[src/rtl/if_stage_unit.sv]
// Instruction-fetch stage: PC register, IF/ID pipeline register and next-PC selection.
// Optional IF_PERF_CNT_EN adds saturating stall/flush event counters.
module if_stage_unit #(
  parameter logic [31:0] RESET_VECTOR = 32'h80000000,
  parameter logic [31:0] ILLOP_VECTOR = 32'h80000004,
  parameter logic [31:0] XADR_VECTOR  = 32'h80000008,
  parameter logic [31:0] NOP_WORD     = 32'h00000000
) (
  input  logic        clk,
  input  logic        reset,
  input  logic        stall,
  input  logic        IF_Flush,
  input  logic        EX_BranchTaken,
  input  logic [31:0] EX_BranchTarget,
  input  logic [2:0]  ID_PCSrc,
  input  logic [25:0] ID_JumpTarget,
  input  logic [31:0] ID_DatabusA,
  input  logic [31:0] Instruction,
  output logic [31:0] PC,
  output logic [31:0] IF_ID_Instruction,
  output logic [31:0] IF_ID_PC_plus_4,
  output logic        IF_ID_Valid
`ifdef IF_PERF_CNT_EN
  ,
  output logic [31:0] stall_cnt,
  output logic [31:0] flush_cnt
`endif
);

  logic [31:0] pc_q, pc_d;
  logic [31:0] ins_q, ins_d;
  logic [31:0] p4_q, p4_d;
  logic        vld_q, vld_d;
  logic [31:0] pc_plus_4;
  logic [31:0] jump_tgt;
  logic        bubble;

  // Supervisor bit is preserved; only the low 31 bits wrap.
  assign pc_plus_4 = {pc_q[31], pc_q[30:0] + 31'd4};
  assign jump_tgt  = {pc_plus_4[31:28], ID_JumpTarget, 2'b00};
  assign bubble    = IF_Flush | EX_BranchTaken;

  always_comb begin
    pc_d = pc_plus_4;
    if (EX_BranchTaken) begin
      pc_d = EX_BranchTarget;
    end else if (!stall) begin
      pc_d = pc_q;
    end else begin
      unique case (ID_PCSrc)
        3'd1:    pc_d = jump_tgt;
        3'd2:    pc_d = ID_DatabusA;
        3'd3:    pc_d = ILLOP_VECTOR;
        3'd4:    pc_d = XADR_VECTOR;
        default: pc_d = pc_plus_4;
      endcase
    end
  end

  always_comb begin
    ins_d = ins_q;
    p4_d  = p4_q;
    vld_d = vld_q;
    if (bubble) begin
      ins_d = NOP_WORD;
      p4_d  = pc_plus_4;
      vld_d = 1'b0;
    end else if (stall) begin
      ins_d = Instruction;
      p4_d  = pc_plus_4;
      vld_d = 1'b1;
    end
  end

  always_ff @(posedge clk or negedge reset) begin
    if (!reset) begin
      pc_q  <= RESET_VECTOR;
      ins_q <= NOP_WORD;
      p4_q  <= 32'h0;
      vld_q <= 1'b0;
    end else begin
      pc_q  <= pc_d;
      ins_q <= ins_d;
      p4_q  <= p4_d;
      vld_q <= vld_d;
    end
  end

  assign PC                = pc_q;
  assign IF_ID_Instruction = ins_q;
  assign IF_ID_PC_plus_4   = p4_q;
  assign IF_ID_Valid       = vld_q;

`ifdef IF_PERF_CNT_EN
  logic [31:0] stall_cnt_q, flush_cnt_q;

  // A taken branch overrides the hold, so it does not count as a stall cycle.
  always_ff @(posedge clk or negedge reset) begin
    if (!reset) begin
      stall_cnt_q <= 32'h0;
      flush_cnt_q <= 32'h0;
    end else begin
      if (!stall && !EX_BranchTaken && (stall_cnt_q != 32'hFFFFFFFF))
        stall_cnt_q <= stall_cnt_q + 32'd1;
      if (bubble && (flush_cnt_q != 32'hFFFFFFFF))
        flush_cnt_q <= flush_cnt_q + 32'd1;
    end
  end

  assign stall_cnt = stall_cnt_q;
  assign flush_cnt = flush_cnt_q;
`endif

endmodule

[config.mk]
export PLATFORM = sky130hd
export DESIGN_NAME = if_stage_unit
export DESIGN_NICKNAME = d
export VERILOG_FILES = /design/src/rtl/if_stage_unit.sv
export SDC_FILE = /design/constraint.sdc
export NUM_CORES = 1
export LEC_CHECK = 0
export ABC_AREA = 1
export CORE_ASPECT_RATIO = 1.4
export CORE_MARGIN = 8
export CORE_UTILIZATION = 44
export CTS_BUF_LIST = sky130_fd_sc_hd__clkbuf_2
export DETAILED_ROUTE_END_ITERATION = 10
export HOLD_SLACK_MARGIN = 0.02
export PLACE_DENSITY = 0.94
export SLEW_MARGIN = 20
export SYNTH_ARGS = -nofsm -noshare
export SYNTH_HDL_FRONTEND = slang
export SYNTH_SLANG_ARGS = --single-unit
[constraint.sdc]
create_clock -name clk -period 1.85 [get_ports clk]
set_clock_uncertainty 0.2 [all_clocks]
set_input_delay 0.37 -clock clk [delete_from_list [all_inputs] [get_ports clk]]
set_output_delay 0.37 -clock clk [all_outputs]
set_load 0.005 [all_outputs]
==> metrics.md <==
| Metric | Value |
|---|---|
| Worst EP required | `2.21 ns` |
| Initial antenna violation count | `1` |
| Failing checks | `setup timing` |
| Mapped Cells | `791` |
| TNS Setup | `-4.59 ns` |
| Syn Nets | `922` |
| NetSw | `2.18 mW` |
| RSZ-0062 raised after global routing | `yes` |
| Asr flop ratio synth | `1.00` |
| Sw frac | `0.372` |
| Average size of a mapped cell | `6.84 µm²` |
| Final WS setup | `-0.246 ns` |
| Dpl hpwl | `15700 µm` |
| Most common library cells after synthesis | `nand2_1, nor2_1, dfrtp_1` |
| Placed Cells | `1186` |
| Worst-Margin Slew | `0.538 ns` |
| Final Max Slew Viols | `0` |
| Top Ports | `227` |
| Seq/Total Area, Yosys | `0.449` |
| Outcome | `finished with violations` |
| Vias in the first global route | `6748` |
| CP Launch Type | `flop` |
| Clock Root Buffer | `clkbuf_2` |
| Fin nets | `1254` |
| FF-to-FF Start | `PC[3]` |
| Synth Warn # | `0` |
| Placer Congestion | `0.912` |
| Largest cells by area after synthesis | `dfrtp_1, nand2_1, nor2_1` |
| R2R Setup Slk | `-0.25 ns` |
| CP max FO | `3` |
| TritonCTS Buffers | `9` |
| Met3 usage | `0.0631` |
| Most used DFF post-synth | `dfrtp_1` |
| Gr usage total | `0.268` |
| DR pass1 iterations | `9` |
| Syn Std Cell Area | `5410 µm²` |
| Min-delay worst type | `input port to flop` |
| Area leader, netlist | `dfrtp_1` |
| Setup violators final | `51` |
| H-Tree Depth | `3` |
| Die ar. | `16200 µm²` |
| Clock sink count | `97` |
| Share of cells above drive strength 1 | `0.301` |
| EDFF count, synth | `0` |
| CP arrival | `2.46 ns` |
| Clock share of power | `0.190` |
| Worst hold path depth | `3` |
| Synth top area share | `0.444` |
| GRT met2 Usage | `0.447` |
| Total vias in the final route | `7218` |
| Cell variety after synth | `32` |
| Reg2Reg Depth | `13` |
| Area Growth Syn to Fin | `68.2%` |
| Initial Util | `0.444` |
| Routed WL | `25200 µm` |
| Combinational Power Share | `0.385` |
| Post-detailed-route wirelength per cell | `19.7 µm` |
| Layout Cells excl Fill | `1279` |
| Worst R2R End | `PC[30]` |
| Routed Antenna Nets | `0` |
| PD cells | `645 nW/µm²` |
| Setup crit end | `PC[30]` |
| Port Buf Inserts | `226` |
| Flops & latches, synth | `97` |
| Leakage | `4.66 nW` |
| CTS tree | `yes` |
| Gr busiest metal | `met2` |
| Critical path capture point type | `flop` |
| Tcrit/Tclk final | `1.13` |
| Rel. slew slack | `0.641` |
| Die Y | `147 µm` |
| Vias/cell | `5.64` |
| Sequential power share | `0.425` |
| Final Hold Fails | `0` |
| Setup crit start | `PC[3]` |
| Clock buffer depth | `2` |
| Crit path kind | `flop to flop` |
| First-pass GRT wire length | `34200 µm` |
| Clock Latency Late Sink | `0.65 ns` |
| VDD IR-drop max | `0.000396 V` |
| Crit path time final | `2.10 ns` |
| Die W | `110 µm` |
| Reg clk slew, reported paths | `0.35 ns` |
| Internal Power | `3.69 mW` |
| GRT met1 Usage | `0.309` |
| MaxCap Viol Count | `0` |
| DR iter-0 viols | `943` |
| DR DRC count | `0` |
| Fmax | `477 MHz` |
| Top-count cell post-synth | `nand2_1` |
| CORE AREA | `12200 µm²` |
| Rows | `48` |
| Largest net degree at the start of global routing | `98` |
| Gr ovfl total | `0` |
==> kinds of logic (layout without fill, tap and decap cells) <==
logic type	count (synthesis)	after routing	share of synthesized area
and+or+nand+nor	548	548	0.406
DFF	97	97	0.449
buffers and inverters	73	410	0.0587
AOI/OAI and AO/OA	57	57	0.0606
xor gates and xnor gates	15	15	0.0243
adders and majority gates	1	1	0.00231
other	0	1	0
==> critical path, cell delays in order (launching register included) <==
cell     delay (ns)
dfrtp_1        0.57
ha_4           0.19
inv_2          0.07
nor2_4         0.14
buf_4          0.14
inv_1          0.05
nor2_2         0.13
nand2_1        0.09
nand2_2        0.08
nand2_1        0.05
nand2_1        0.09
nand2_1        0.05
nand2_1        0.06
nand2_1        0.09
==> through the flow <==
| stage | worst slack, ns | hold slack, ns | instance area [µm²] | power (mW) | util |
|---|---|---|---|---|---|
| 3_3_place_gp | -0.308 | 0.252 | 8230 | 4.28 | 0.675 |
| 5_1_grt | -0.381 | 0.00820 | 9110 | 6.12 | 0.747 |
| 3_5_place_dp | -0.390 | 0.258 | 8230 | 4.32 | 0.675 |
| 2_1_floorplan | 0.126 | -0.126 | 5410 | 3.16 | - |
| 4_1_cts | -0.139 | 0.0295 | 8560 | 5.50 | 0.702 |
| 6_report | -0.246 | 0.0428 | 9110 | 5.87 | 0.747 |
==> cell type report <==
cell class              count  area [µm²]
clock inverters             7        70.1
multi-input cells         621        3150
well taps                 150         188
repair buffers            359        3080
flip-flops and latches     97        2440
fillers                   839        3090
diodes                      1        2.50
inverters                  35         134
clock buffers               9        45.0
==> per-layer routing <==
layer  wire length (µm)  part of all wire
met1               8480              0.34
met2              12000              0.48
met3               2900              0.12
met4               1770             0.070
met5                  0                 0
==> registers in the layout, indices dropped and copies added (netlist names) <==
name,count
IF_ID_Valid,1
IF_ID_Instruction,32
IF_ID_PC_plus_4,32
PC,32
==> worst min path at each step <==
stage / from / to
global route: Instruction[13] / IF_ID_Instruction[13]
finish: Instruction[3] / IF_ID_Instruction[3]
floorplan: reset / IF_ID_Instruction[0]
detailed placement: IF_ID_Instruction[6] / IF_ID_Instruction[6]
CTS: Instruction[3] / IF_ID_Instruction[3]
global placement: IF_ID_Instruction[7] / IF_ID_Instruction[7]
==> power by group through the flow <==
stage	logic, mW	clock network [mW]	registers [mW]
CTS	1.93	1.10	2.47
floorplan	0.588	0	2.57
global route	2.40	1.19	2.53
finish	2.26	1.12	2.50
global placement	1.72	0	2.56
detailed placement	1.75	0	2.57
==> layout by cell type, fill, tap and decap left out, types with 10 or more instances in the layout <==
master / n
nand2_2: 15
clkbuf_2: 17
clkdlybuf4s50_1: 128
buf_4: 101
buf_2: 72
buf_6: 36
nand3_1: 55
dfrtp_2: 10
nor2_4: 26
dfrtp_1: 86
a21oi_1: 23
nor2_1: 68
a31oi_1: 12
inv_1: 30
nand2_1: 351
==> repair_timing <==
action | 4_1_cts | 5_1_grt
endpoints found under the setup margin | 114 | 81
hold buffers | 2 | 1
resized for setup | 425 | 110
buffers inserted | 55 | 18
endpoints found under the hold margin | 98 | 1
pin swaps | 7 | 39
Note: power is estimated with default switching activity, not from simulation.
==> RTL change, RTL diff (same settings) <==
Add a define of `IF_PERF_CNT_EN`.
--- a/src/rtl/if_stage_unit.sv
+++ b/src/rtl/if_stage_unit.sv
@@ -1,5 +1,7 @@
 // Instruction-fetch stage: PC register, IF/ID pipeline register and next-PC selection.
 // Optional IF_PERF_CNT_EN adds saturating stall/flush event counters.
+`define IF_PERF_CNT_EN
+
 module if_stage_unit #(
   parameter logic [31:0] RESET_VECTOR = 32'h80000000,
   parameter logic [31:0] ILLOP_VECTOR = 32'h80000004,
Behaviour (old outputs only; new: flush_cnt and stall_cnt): unchanged (equiv_simple and equiv_induct, registers matched by name and starting in step).
==> RTL change against the original RTL <==
Power increased by 110%. Setup slack got worse by 240 ps. Routed wire length increased by 140%. Critical endpoint is now PC[18]. Sequential share of layout area decreased by 5.2 points. Synthesized area increased by 78%. Critical path type unchanged. Design area increased by 110%. Sequential cell count increased by 64. Clock power increased by 95%. The flow finishes with violations (negative hold slack, negative setup slack). Critical path depth decreased by 1. Cell count increased by 91%.
==> RTL change: results (changes against the original RTL) <==
metric,value,unit,change
outcome,"complete, but fails checks",,
violations,"negative hold slack, negative setup slack",,
whs_endpoint,PC[8],,
syn_nets,1500,,+63%
r2r-start,PC[7],,
pre_cts_ws,-281,ps,+109 ps
ff_latch_area,4050,um2,+66%
hold_viol_final,2,,+2
setup_viol,271,,+430%
fmax,428,MHz,-10%
fillers,942,,+12%
antenna_found_initial,2,,+1
crit_fanout,5,,+2
cpPeakStageDelay,520,ps,-50 ps
final-nonclk-buf-share,39.4,%,+5.7 points
wl_per_cell,24.9,um,+27%
cts.clk_slew.worst_paths,400,ps,+50 ps
reg2reg_depth,12,,-1
peakVddDrop,0.408,mV,+3.0%
relSlewSlack,53.6,%,-11 points
port_buffers,290,,+28%
switching_share,39.1,%,+1.9 points
cp.arrival,3000,ps,+540 ps
grt_pass1_wl,74800,um,+120%
final_nets,2264,,+81%
holdWs,-44.8,ps,-87.6 ps
drive_above_1_share,44.1,%,+14 points
yosysUniqueCellTypes,44,,+38%
multi_input_comb_area,6330,um2,+100%
rr_endpoint,PC[18],,
hpwlAfterDp,29300,um,+87%
gp_congestion,0.975,,+7.0%
multi_input_comb_cells,1070,,+72%
n_all_inverters,88,,+150%
top_power_group,combinational cells,,
area_delta_synth_final,94.2,%,
hold_path_startpoint,ID_JumpTarget[6],,
seq_area_frac_synth,41.8,%,-3.0 points
cts-buffers-inserted,17,,+8
vias_per_cell,6.11,,+8.3%
final-clk-cell-share,1.20,%,-0.067 points
synth_adder_area_share,0.389,%,+0.16 points
synth_area_leaders,"dfrtp_1 (42%), nand2_1 (22%), nor2_1 (6.4%), nand3_1 (4.6%), inv_1 (3.0%)",,
htree_levels,4,,+1
synth_xor_area_share,4.00,%,+1.6 points
grtUsageTotal,35.7,%,+8.9 points
diodes,2,,+1
design.seq.count,161,,+66%
num-nonclk-buffers,793,,+120%
fin_ws,-484,ps,-239 ps
grt_pass1_vias,14127,,+110%
holdPathStages,4,,+1
clockPowerShare,17.9,%,-1.1 points
synthTopCellsByCount,"nand2_1 (574), nor2_1 (165), dfrtp_1 (160)",,
worstSkewPairLatency,940,ps,+290 ps
leakagePower,0.00932,uW,+100%
dpl_cell_area,14200,um2,+72%
grt_start_max_net_pins,59,,-40%
first_pass_iters,11,,+2
-- RTL change: layer usage --
metal  track usage, %  share of wire, %  vias to the layer above  routed length (um)
li1                 -                 -                     5858                   -
met1             36.0                31                     6930               18800
met2             64.2                47                     1541               28600
met3             7.75                12                      602                7200
met4             25.7                10                        0                6250
met5                0                 0                        -                   0
-- RTL change: metrics by stage --
step | instances | power [uW]
6_report | 2442 | 12200
5_1_grt | 2442 | 12500
4_1_cts | 2364 | 10600
3_5_place_dp | 2085 | 7660
3_3_place_gp | 2085 | 7560
2_1_floorplan | 1367 | 5520
-- RTL change: repair_timing --
| action | CTS | global route |
|---|---|---|
| hold buffers | 82 | 0 |
| pin swaps | 33 | 111 |
| cloned | 8 | 4 |
| endpoints found under the setup margin | 220 | 272 |
| buffers inserted | 164 | 83 |
| hold endpoints to repair | 240 | 0 |
| resized for setup | 884 | 333 |
